--- config.mk ---
export PLATFORM = sky130hd
export DESIGN_NAME = dram_to_stash_path_unpacker_flat
export DESIGN_NICKNAME = d
export VERILOG_FILES = /design/src/rtl/dram_to_stash_path_unpacker_if.sv /design/src/rtl/dram_to_stash_path_unpacker.sv /design/src/flat_wrapper.sv
export SDC_FILE = /design/constraint.sdc
export NUM_CORES = 2
export LEC_CHECK = 0
export BUFFER_PORTS_ARGS = -buffer_cell sky130_fd_sc_hd__buf_2
export CAP_MARGIN = 10
export CORE_AREA = 2 2 456 458
export CTS_CLUSTER_SIZE = 12
export DETAILED_ROUTE_END_ITERATION = 8
export DIE_AREA = 0 0 458 460
export HOLD_SLACK_MARGIN = 0.15
export PLACE_DENSITY = 0.52
export SKIP_CTS_REPAIR_TIMING = 1
export SYNTH_ARGS = -nofsm -noshare
export SYNTH_HDL_FRONTEND = slang
export SYNTH_SLANG_ARGS = --single-unit
--- constraint.sdc ---
create_clock -name Clock -period 2.6 [get_ports Clock]
set_input_delay 0.13 -clock Clock [delete_from_list [all_inputs] [get_ports Clock]]
set_output_delay 0.13 -clock Clock [all_outputs]
set_load 0.005 [all_outputs]
--- src/rtl/dram_to_stash_path_unpacker_if.sv ---
// DRAM-flit input and stash-flit output of the path unpacker, with the per-block sideband.
interface dram_to_stash_path_unpacker_if #(
    parameter int BEDWidth = 512,
    parameter int ORAMU    = 32,
    parameter int ORAML    = 32,
    parameter int MACWidth = 64
) ();
    // Both streams: a flit moves on the rising edge where Valid && Ready; the sender
    // holds Data (and sideband) stable while Valid && !Ready; Ready may depend on Valid.
    logic [BEDWidth-1:0] DRAMData;
    logic                DRAMValid;
    logic                DRAMReady;
    logic [BEDWidth-1:0] StashData;
    logic [ORAMU-1:0]    StashPAddr;
    logic [ORAML-1:0]    StashLeaf;
    logic [MACWidth-1:0] StashMAC;
    logic                StashLast;
    logic                StashValid;
    logic                StashReady;

    modport master (
        output DRAMData, DRAMValid, StashReady,
        input  DRAMReady, StashData, StashPAddr, StashLeaf, StashMAC, StashLast, StashValid
    );

    modport slave (
        input  DRAMData, DRAMValid, StashReady,
        output DRAMReady, StashData, StashPAddr, StashLeaf, StashMAC, StashLast, StashValid
    );
endinterface

--- src/rtl/dram_to_stash_path_unpacker.sv ---
// Unpacks DRAM bucket flits (header, then ORAMZ blocks) into real-block stash flits.
// Header lands in place by flit index; the stash side is a single register slice.
module dram_to_stash_path_unpacker #(
    parameter int          BEDWidth = 512,
    parameter int          ORAMZ    = 4,
    parameter int          ORAMU    = 32,
    parameter int          ORAML    = 32,
    parameter int          ORAMH    = 64,
    parameter int          IVWidth  = 64,
    parameter int          BlkFlits = 8,
    parameter int          PathBkts = 33,
    parameter int          DropInit = 1,
    parameter int unsigned IVInit   = 0
) (
    input  logic        Clock,
    input  logic        Reset,
    input  logic        PathStart,
    input  logic        PathMode,
    output logic        Busy,
    output logic [15:0] RealBlocks,
    output logic        PathTransition,
    output logic [1:0]  DebugState,
    dram_to_stash_path_unpacker_if.slave Bus
);
    localparam int HdrBits  = ORAMZ * (ORAMH + ORAML + ORAMU + 1) + IVWidth;
    localparam int HdrFlits = (HdrBits + BEDWidth - 1) / BEDWidth;
    localparam int HW       = (HdrFlits > 1) ? $clog2(HdrFlits) : 1;
    localparam int FW       = (BlkFlits > 1) ? $clog2(BlkFlits) : 1;
    localparam int ZW       = (ORAMZ > 1) ? $clog2(ORAMZ) : 1;
    localparam int BW       = $clog2(PathBkts + 1);
    localparam int MW       = (ORAMH > 0) ? ORAMH : 1;
    localparam int VOff     = IVWidth;
    localparam int UOff     = VOff + ORAMZ;
    localparam int LOff     = UOff + ORAMZ * ORAMU;
    localparam int HOff     = LOff + ORAMZ * ORAML;

    typedef enum logic [1:0] {Idle = 2'd0, Hdr = 2'd1, Pld = 2'd2} stateT;

    stateT          state;
    logic           pathMode;
    logic [HW-1:0]  hdrCnt;
    logic [FW-1:0]  flitCnt;
    logic [ZW-1:0]  blkCnt;
    logic [BW-1:0]  bktCnt;
    logic [HdrBits-1:0] hdr;
    logic           dramFire;
    logic           blkReal;
    logic           flitLast;
    logic           blkLast;
    logic           bktLast;
    logic           ivIsInit;
    logic [ORAMZ-1:0] realVec;
    logic [ORAMU-1:0] pAddrArr [ORAMZ];
    logic [ORAML-1:0] leafArr  [ORAMZ];
    logic [MW-1:0]    macArr   [ORAMZ];

    // Each header flit owns a fixed slice; the tail of the last flit is not stored.
    for (genvar k = 0; k < HdrFlits; k++) begin : gHdr
        localparam int Lo = k * BEDWidth;
        localparam int W  = ((HdrBits - Lo) < BEDWidth) ? (HdrBits - Lo) : BEDWidth;
        logic [W-1:0] slice;
        always_ff @(posedge Clock or negedge Reset) begin
            if (!Reset) begin
                slice <= '0;
            end else if (state == Hdr && dramFire && hdrCnt == HW'(k)) begin
                slice <= Bus.DRAMData[W-1:0];
            end
        end
        assign hdr[Lo +: W] = slice;
    end

    assign ivIsInit = (hdr[IVWidth-1:0] == IVWidth'(IVInit));

    for (genvar i = 0; i < ORAMZ; i++) begin : gBlk
        assign realVec[i]  = hdr[VOff + i] && !((DropInit != 0) && ivIsInit);
        assign pAddrArr[i] = hdr[UOff + i * ORAMU +: ORAMU];
        assign leafArr[i]  = hdr[LOff + i * ORAML +: ORAML];
        if (ORAMH > 0) begin : gMac
            assign macArr[i] = hdr[HOff + i * ORAMH +: ORAMH];
        end else begin : gNoMac
            assign macArr[i] = '0;
        end
    end

    assign blkReal  = realVec[blkCnt];
    assign flitLast = (flitCnt == FW'(BlkFlits - 1));
    assign blkLast  = (blkCnt == ZW'(ORAMZ - 1));
    assign bktLast  = ((bktCnt + BW'(1)) == (pathMode ? BW'(1) : BW'(PathBkts)));
    assign dramFire = Bus.DRAMValid && Bus.DRAMReady;
    assign DebugState = state;

    // Dummy flits are swallowed regardless of the stash; real ones wait for slice space.
    always_comb begin
        Bus.DRAMReady = 1'b0;
        case (state)
            Hdr:     Bus.DRAMReady = 1'b1;
            Pld:     Bus.DRAMReady = blkReal ? (!Bus.StashValid || Bus.StashReady) : 1'b1;
            default: Bus.DRAMReady = 1'b0;
        endcase
    end

    always_ff @(posedge Clock or negedge Reset) begin
        if (!Reset) begin
            state          <= Idle;
            pathMode       <= 1'b0;
            hdrCnt         <= '0;
            flitCnt        <= '0;
            blkCnt         <= '0;
            bktCnt         <= '0;
            Busy           <= 1'b0;
            RealBlocks     <= '0;
            PathTransition <= 1'b0;
            Bus.StashValid <= 1'b0;
            Bus.StashData  <= '0;
            Bus.StashPAddr <= '0;
            Bus.StashLeaf  <= '0;
            Bus.StashMAC   <= '0;
            Bus.StashLast  <= 1'b0;
        end else begin
            PathTransition <= 1'b0;
            if (Bus.StashReady) begin
                Bus.StashValid <= 1'b0;
            end
            case (state)
                Idle: begin
                    if (PathStart) begin
                        state      <= Hdr;
                        Busy       <= 1'b1;
                        pathMode   <= PathMode;
                        RealBlocks <= '0;
                        hdrCnt     <= '0;
                        flitCnt    <= '0;
                        blkCnt     <= '0;
                        bktCnt     <= '0;
                    end
                end
                Hdr: begin
                    if (dramFire) begin
                        if (hdrCnt == HW'(HdrFlits - 1)) begin
                            hdrCnt <= '0;
                            state  <= Pld;
                        end else begin
                            hdrCnt <= hdrCnt + HW'(1);
                        end
                    end
                end
                Pld: begin
                    if (dramFire) begin
                        if (blkReal) begin
                            Bus.StashValid <= 1'b1;
                            Bus.StashData  <= Bus.DRAMData;
                            Bus.StashPAddr <= pAddrArr[blkCnt];
                            Bus.StashLeaf  <= leafArr[blkCnt];
                            Bus.StashMAC   <= macArr[blkCnt];
                            Bus.StashLast  <= flitLast;
                            if (flitLast && RealBlocks != 16'hFFFF) begin
                                RealBlocks <= RealBlocks + 16'd1;
                            end
                        end
                        if (flitLast) begin
                            flitCnt <= '0;
                            if (blkLast) begin
                                blkCnt <= '0;
                                bktCnt <= bktCnt + BW'(1);
                                if (bktLast) begin
                                    state          <= Idle;
                                    Busy           <= 1'b0;
                                    PathTransition <= 1'b1;
                                end else begin
                                    state <= Hdr;
                                end
                            end else begin
                                blkCnt <= blkCnt + ZW'(1);
                            end
                        end else begin
                            flitCnt <= flitCnt + FW'(1);
                        end
                    end
                end
                default: state <= Idle;
            endcase
        end
    end
endmodule
--- src/flat_wrapper.sv ---
// flat-port wrapper written by rule: the top's interface ports become plain ports
module dram_to_stash_path_unpacker_flat 
#(
    parameter int          BEDWidth = 512,
    parameter int          ORAMZ    = 4,
    parameter int          ORAMU    = 32,
    parameter int          ORAML    = 32,
    parameter int          ORAMH    = 64,
    parameter int          IVWidth  = 64,
    parameter int          BlkFlits = 8,
    parameter int          PathBkts = 33,
    parameter int          DropInit = 1,
    parameter int unsigned IVInit   = 0
)
  (Clock, Reset, PathStart, PathMode, Busy, RealBlocks, PathTransition, DebugState, Bus_DRAMData, Bus_DRAMValid, Bus_StashReady, Bus_DRAMReady, Bus_StashData, Bus_StashPAddr, Bus_StashLeaf, Bus_StashMAC, Bus_StashLast, Bus_StashValid);
  dram_to_stash_path_unpacker_if #(.BEDWidth(BEDWidth), .ORAMU(ORAMU), .ORAML(ORAML)) Bus_i ();
  input  logic Clock;
  input  logic Reset;
  input  logic PathStart;
  input  logic PathMode;
  output logic Busy;
  output logic [15:0] RealBlocks;
  output logic PathTransition;
  output logic [1:0] DebugState;
  input wire logic [$bits(Bus_i.DRAMData)-1:0] Bus_DRAMData;
  input wire logic [$bits(Bus_i.DRAMValid)-1:0] Bus_DRAMValid;
  input wire logic [$bits(Bus_i.StashReady)-1:0] Bus_StashReady;
  output wire logic [$bits(Bus_i.DRAMReady)-1:0] Bus_DRAMReady;
  output wire logic [$bits(Bus_i.StashData)-1:0] Bus_StashData;
  output wire logic [$bits(Bus_i.StashPAddr)-1:0] Bus_StashPAddr;
  output wire logic [$bits(Bus_i.StashLeaf)-1:0] Bus_StashLeaf;
  output wire logic [$bits(Bus_i.StashMAC)-1:0] Bus_StashMAC;
  output wire logic [$bits(Bus_i.StashLast)-1:0] Bus_StashLast;
  output wire logic [$bits(Bus_i.StashValid)-1:0] Bus_StashValid;
  assign Bus_i.DRAMData = Bus_DRAMData;
  assign Bus_i.DRAMValid = Bus_DRAMValid;
  assign Bus_i.StashReady = Bus_StashReady;
  assign Bus_DRAMReady = Bus_i.DRAMReady;
  assign Bus_StashData = Bus_i.StashData;
  assign Bus_StashPAddr = Bus_i.StashPAddr;
  assign Bus_StashLeaf = Bus_i.StashLeaf;
  assign Bus_StashMAC = Bus_i.StashMAC;
  assign Bus_StashLast = Bus_i.StashLast;
  assign Bus_StashValid = Bus_i.StashValid;
  dram_to_stash_path_unpacker #(.BEDWidth(BEDWidth), .ORAMZ(ORAMZ), .ORAMU(ORAMU), .ORAML(ORAML), .ORAMH(ORAMH), .IVWidth(IVWidth), .BlkFlits(BlkFlits), .PathBkts(PathBkts), .DropInit(DropInit), .IVInit(IVInit)) u_core (.Clock(Clock), .Reset(Reset), .PathStart(PathStart), .PathMode(PathMode), .Busy(Busy), .RealBlocks(RealBlocks), .PathTransition(PathTransition), .DebugState(DebugState), .Bus(Bus_i));
endmodule
==> impl_metrics.ini <==
[run_status]
status = complete, but fails checks
violations = setup timing

[cts]
cts_root_buf = clkbuf_16
clk_pin_slew_ps = 60
cts_buffer_depth = 3
numClockSinks = 1255
cts_buffers = 144
cts_tree = done
cts_max_level = 4
clkLatencyLatePin_ps = 790

[setup_path]
path_cells = nor4_4, nand4_1, buf_4, nor4_4, buf_4, nor2b_4, buf_6, a31oi_4, o21a_1, buf_6
slowest_delay_ps = 410
worstSetupPathType = reg2out
r2r_slack_ps = -480
worstPathMaxFanout = 2
path_delay_family = simple AND/OR/NAND/NOR gates
end_kind = output port
required_ps = 2470
arrival_ps = 3170
cp-start-kind = flop
critPathSlowestCell = dfrtp_1
crit_buf_inv = 4

[pwr]
p_leak_nw = 35.1
ir_worst_vdd_uv = 640
power_density_nw_per_um2 = 999

[timing]
fin_worst_skew_ps = 28.6
finalCritPeriodShare = 1.27
final_hold_viol_count = 0
setup_viol = 671
maxSlewViolCount = 0
tns_ps = -261860
max_clock_freq_mhz = 303
maxSlewHeadroom = 0.271
worst_pin_slew_ps = 1090
post-route-min-period_ps = 3300
holdWs_ps = 164
layout_setup_ws_ps = -698
rsz0062_at_grt = true

[global_routing]
grt_pass1_vias = 33300
grt_max_degree = 104
grt_pass1_wl_um = 249000
grt.overflow.total = 0
grt_antenna_before_repair = 41
grt_usage = 0.163

[logic_synthesis]
synth_top_area_cell = dfrtp_1
netlist_top_cells_area = dfrtp_1 62%, mux2_2 26%, mux4_2 5.8%
synth_xor_area_frac = 0.000522
synth.most_common_cell = dfrtp_1
syn_nets = 3524
synth_enable_flop_cells = 0
synthAdderAreaFrac = 0.00273
synth_top_cell_area_share = 0.624
synth_top_family_by_area = multiplexers
netlist-cell-type-count = 52
synth-compound-area-share = 0.00848
synth_mux_area_frac = 0.332
yosys.area_share.simple = 0.0130
synth-warning-count = 0
synthCells = 2995
synth_ff_type = dfrtp_1
synth_seq_area_share = 0.624
syn_avg_cell_area_um2 = 16.8
syn_area_um2 = 50300
ys_top_cells_by_count = 1255 x dfrtp_1, 1165 x mux2_2, 129 x mux4_2
ys_ff_latch = 1255
synthArstFlopShare = 1.00

[route]
drc = 0
ant_nets = 0
wl_per_cell_um = 23.5
via_count = 35200
first_pass_iters = 5
wirelength_um = 188000
drt_iter0_markers = 1911
viasPerCell = 4.41

[die]
io-pin-count = 1181
initial_core_util = 0.244
die_w_um = 458
dieArea_um2 = 211000
dieHeight_um = 460
core_region_area_um2 = 206000
row_count = 167

[finish]
fin_area_um2 = 74600
drive_above_1_share = 0.554
area_growth_syn_to_layout_pct = 48.1
final_core_util = 0.362
nets = 5686

[placement]
io_buffers = 1180
hpwl_um = 137000
place.gp.congestion = 0.840
place_area_um2 = 60600
pre_cts_ws_ps = -668

[worst_hold_path]
hold_class = in2async

[flow_run]
drv_cap = 0
==> metal layers <==
layer | share of wire | global-route usage | up-vias
met4 | 0.037 | 0.0642 | 6
met5 | 0.00023 | 0 | -
li1 | - | - | 15400
met1 | 0.41 | 0.197 | 18300
met2 | 0.49 | 0.268 | 1244
met3 | 0.067 | 0.0529 | 326
==> area by class of cell <==
cell class | count | area (µm²)
antenna | 18 | 45.0
clock buffer | 214 | 4240
clock inverter | 42 | 503
fill | 19800 | 131000
inverter | 13 | 48.8
multi-input combinational | 1554 | 18200
sequential | 1255 | 31400
tap | 2704 | 3380
timing repair buffer | 2189 | 16800
==> where the power goes <==
group          internal, mW  switching (mW)
combinational          13.0            8.57
sequential             27.7            4.71
clock                  12.0            8.52
total                  52.7            21.8
==> cell usage in the layout (no fill, tap or decap), types with 28 or more instances in the layout <==
cell type and n:
buf_12 54, buf_4 90, mux4_2 129, dfrtp_1 1253
mux2_4 30, clkbuf_16 166, clkbuf_1 36, mux2_1 28
mux2_2 1165, clkbuf_8 31, dlygate4sd3_1 834, buf_2 1178
nand2_1 28
==> final timing paths <==
kind,startpoint,endpoint,depth (start not counted)
max,u_core.gHdr[0].slice[30]$_DFFE_PN0P_,Bus_DRAMReady,10
min reg2reg,u_core.Bus.StashData[3]$_DFFE_PN0P_,u_core.Bus.StashData[3]$_DFFE_PN0P_,1
min in group Clock,Bus_DRAMData[479],u_core.gHdr[0].slice[479]$_DFFE_PN0P_,3
max reg2reg,u_core.gHdr[0].slice[30]$_DFFE_PN0P_,u_core.Bus.StashData[119]$_DFFE_PN0P_,10
min,Reset,u_core.Bus.StashData[207]$_DFFE_PN0P_,3
max in group asynchronous,Reset,u_core.Bus.StashData[247]$_DFFE_PN0P_,4
==> per-stage QoR <==
step           total power, mW  instances
2_1_floorplan             42.7       2995
3_3_place_gp              52.3       6860
3_5_place_dp              52.9       6860
4_1_cts                   73.9       7116
5_1_grt                   78.6       7981
6_report                  74.5       7989
==> state kept, by name, indices dropped and copies added, names as in the netlist, 3 cells and up <==
name                   cells
u_core.bktCnt              6
u_core.flitCnt             3
u_core.Bus.StashLeaf      32
u_core.Bus.StashPAddr     32
u_core.Bus.StashData     512
u_core.gHdr.slice        580
u_core.RealBlocks         16
u_core.Bus.StashMAC       64
==> kinds of logic (layout without fill, tap and decap cells) <==
kind of cell               Yosys count  in the layout
other                                0             18
muxes                             1354           1354
and+or+nand+nor                    119            119
adders and majority gates           11             11
DFF                               1255           1255
xor gates and xnor gates             3              3
AOI/OAI and AO/OA                   67             67
buffers and inverters              186           2458
==> worst min-delay path: cells and delay by family <==
kind | cells | cell delay, ps
buf+inv | 3 | 1200
Note: power is estimated with default switching activity, not from simulation.
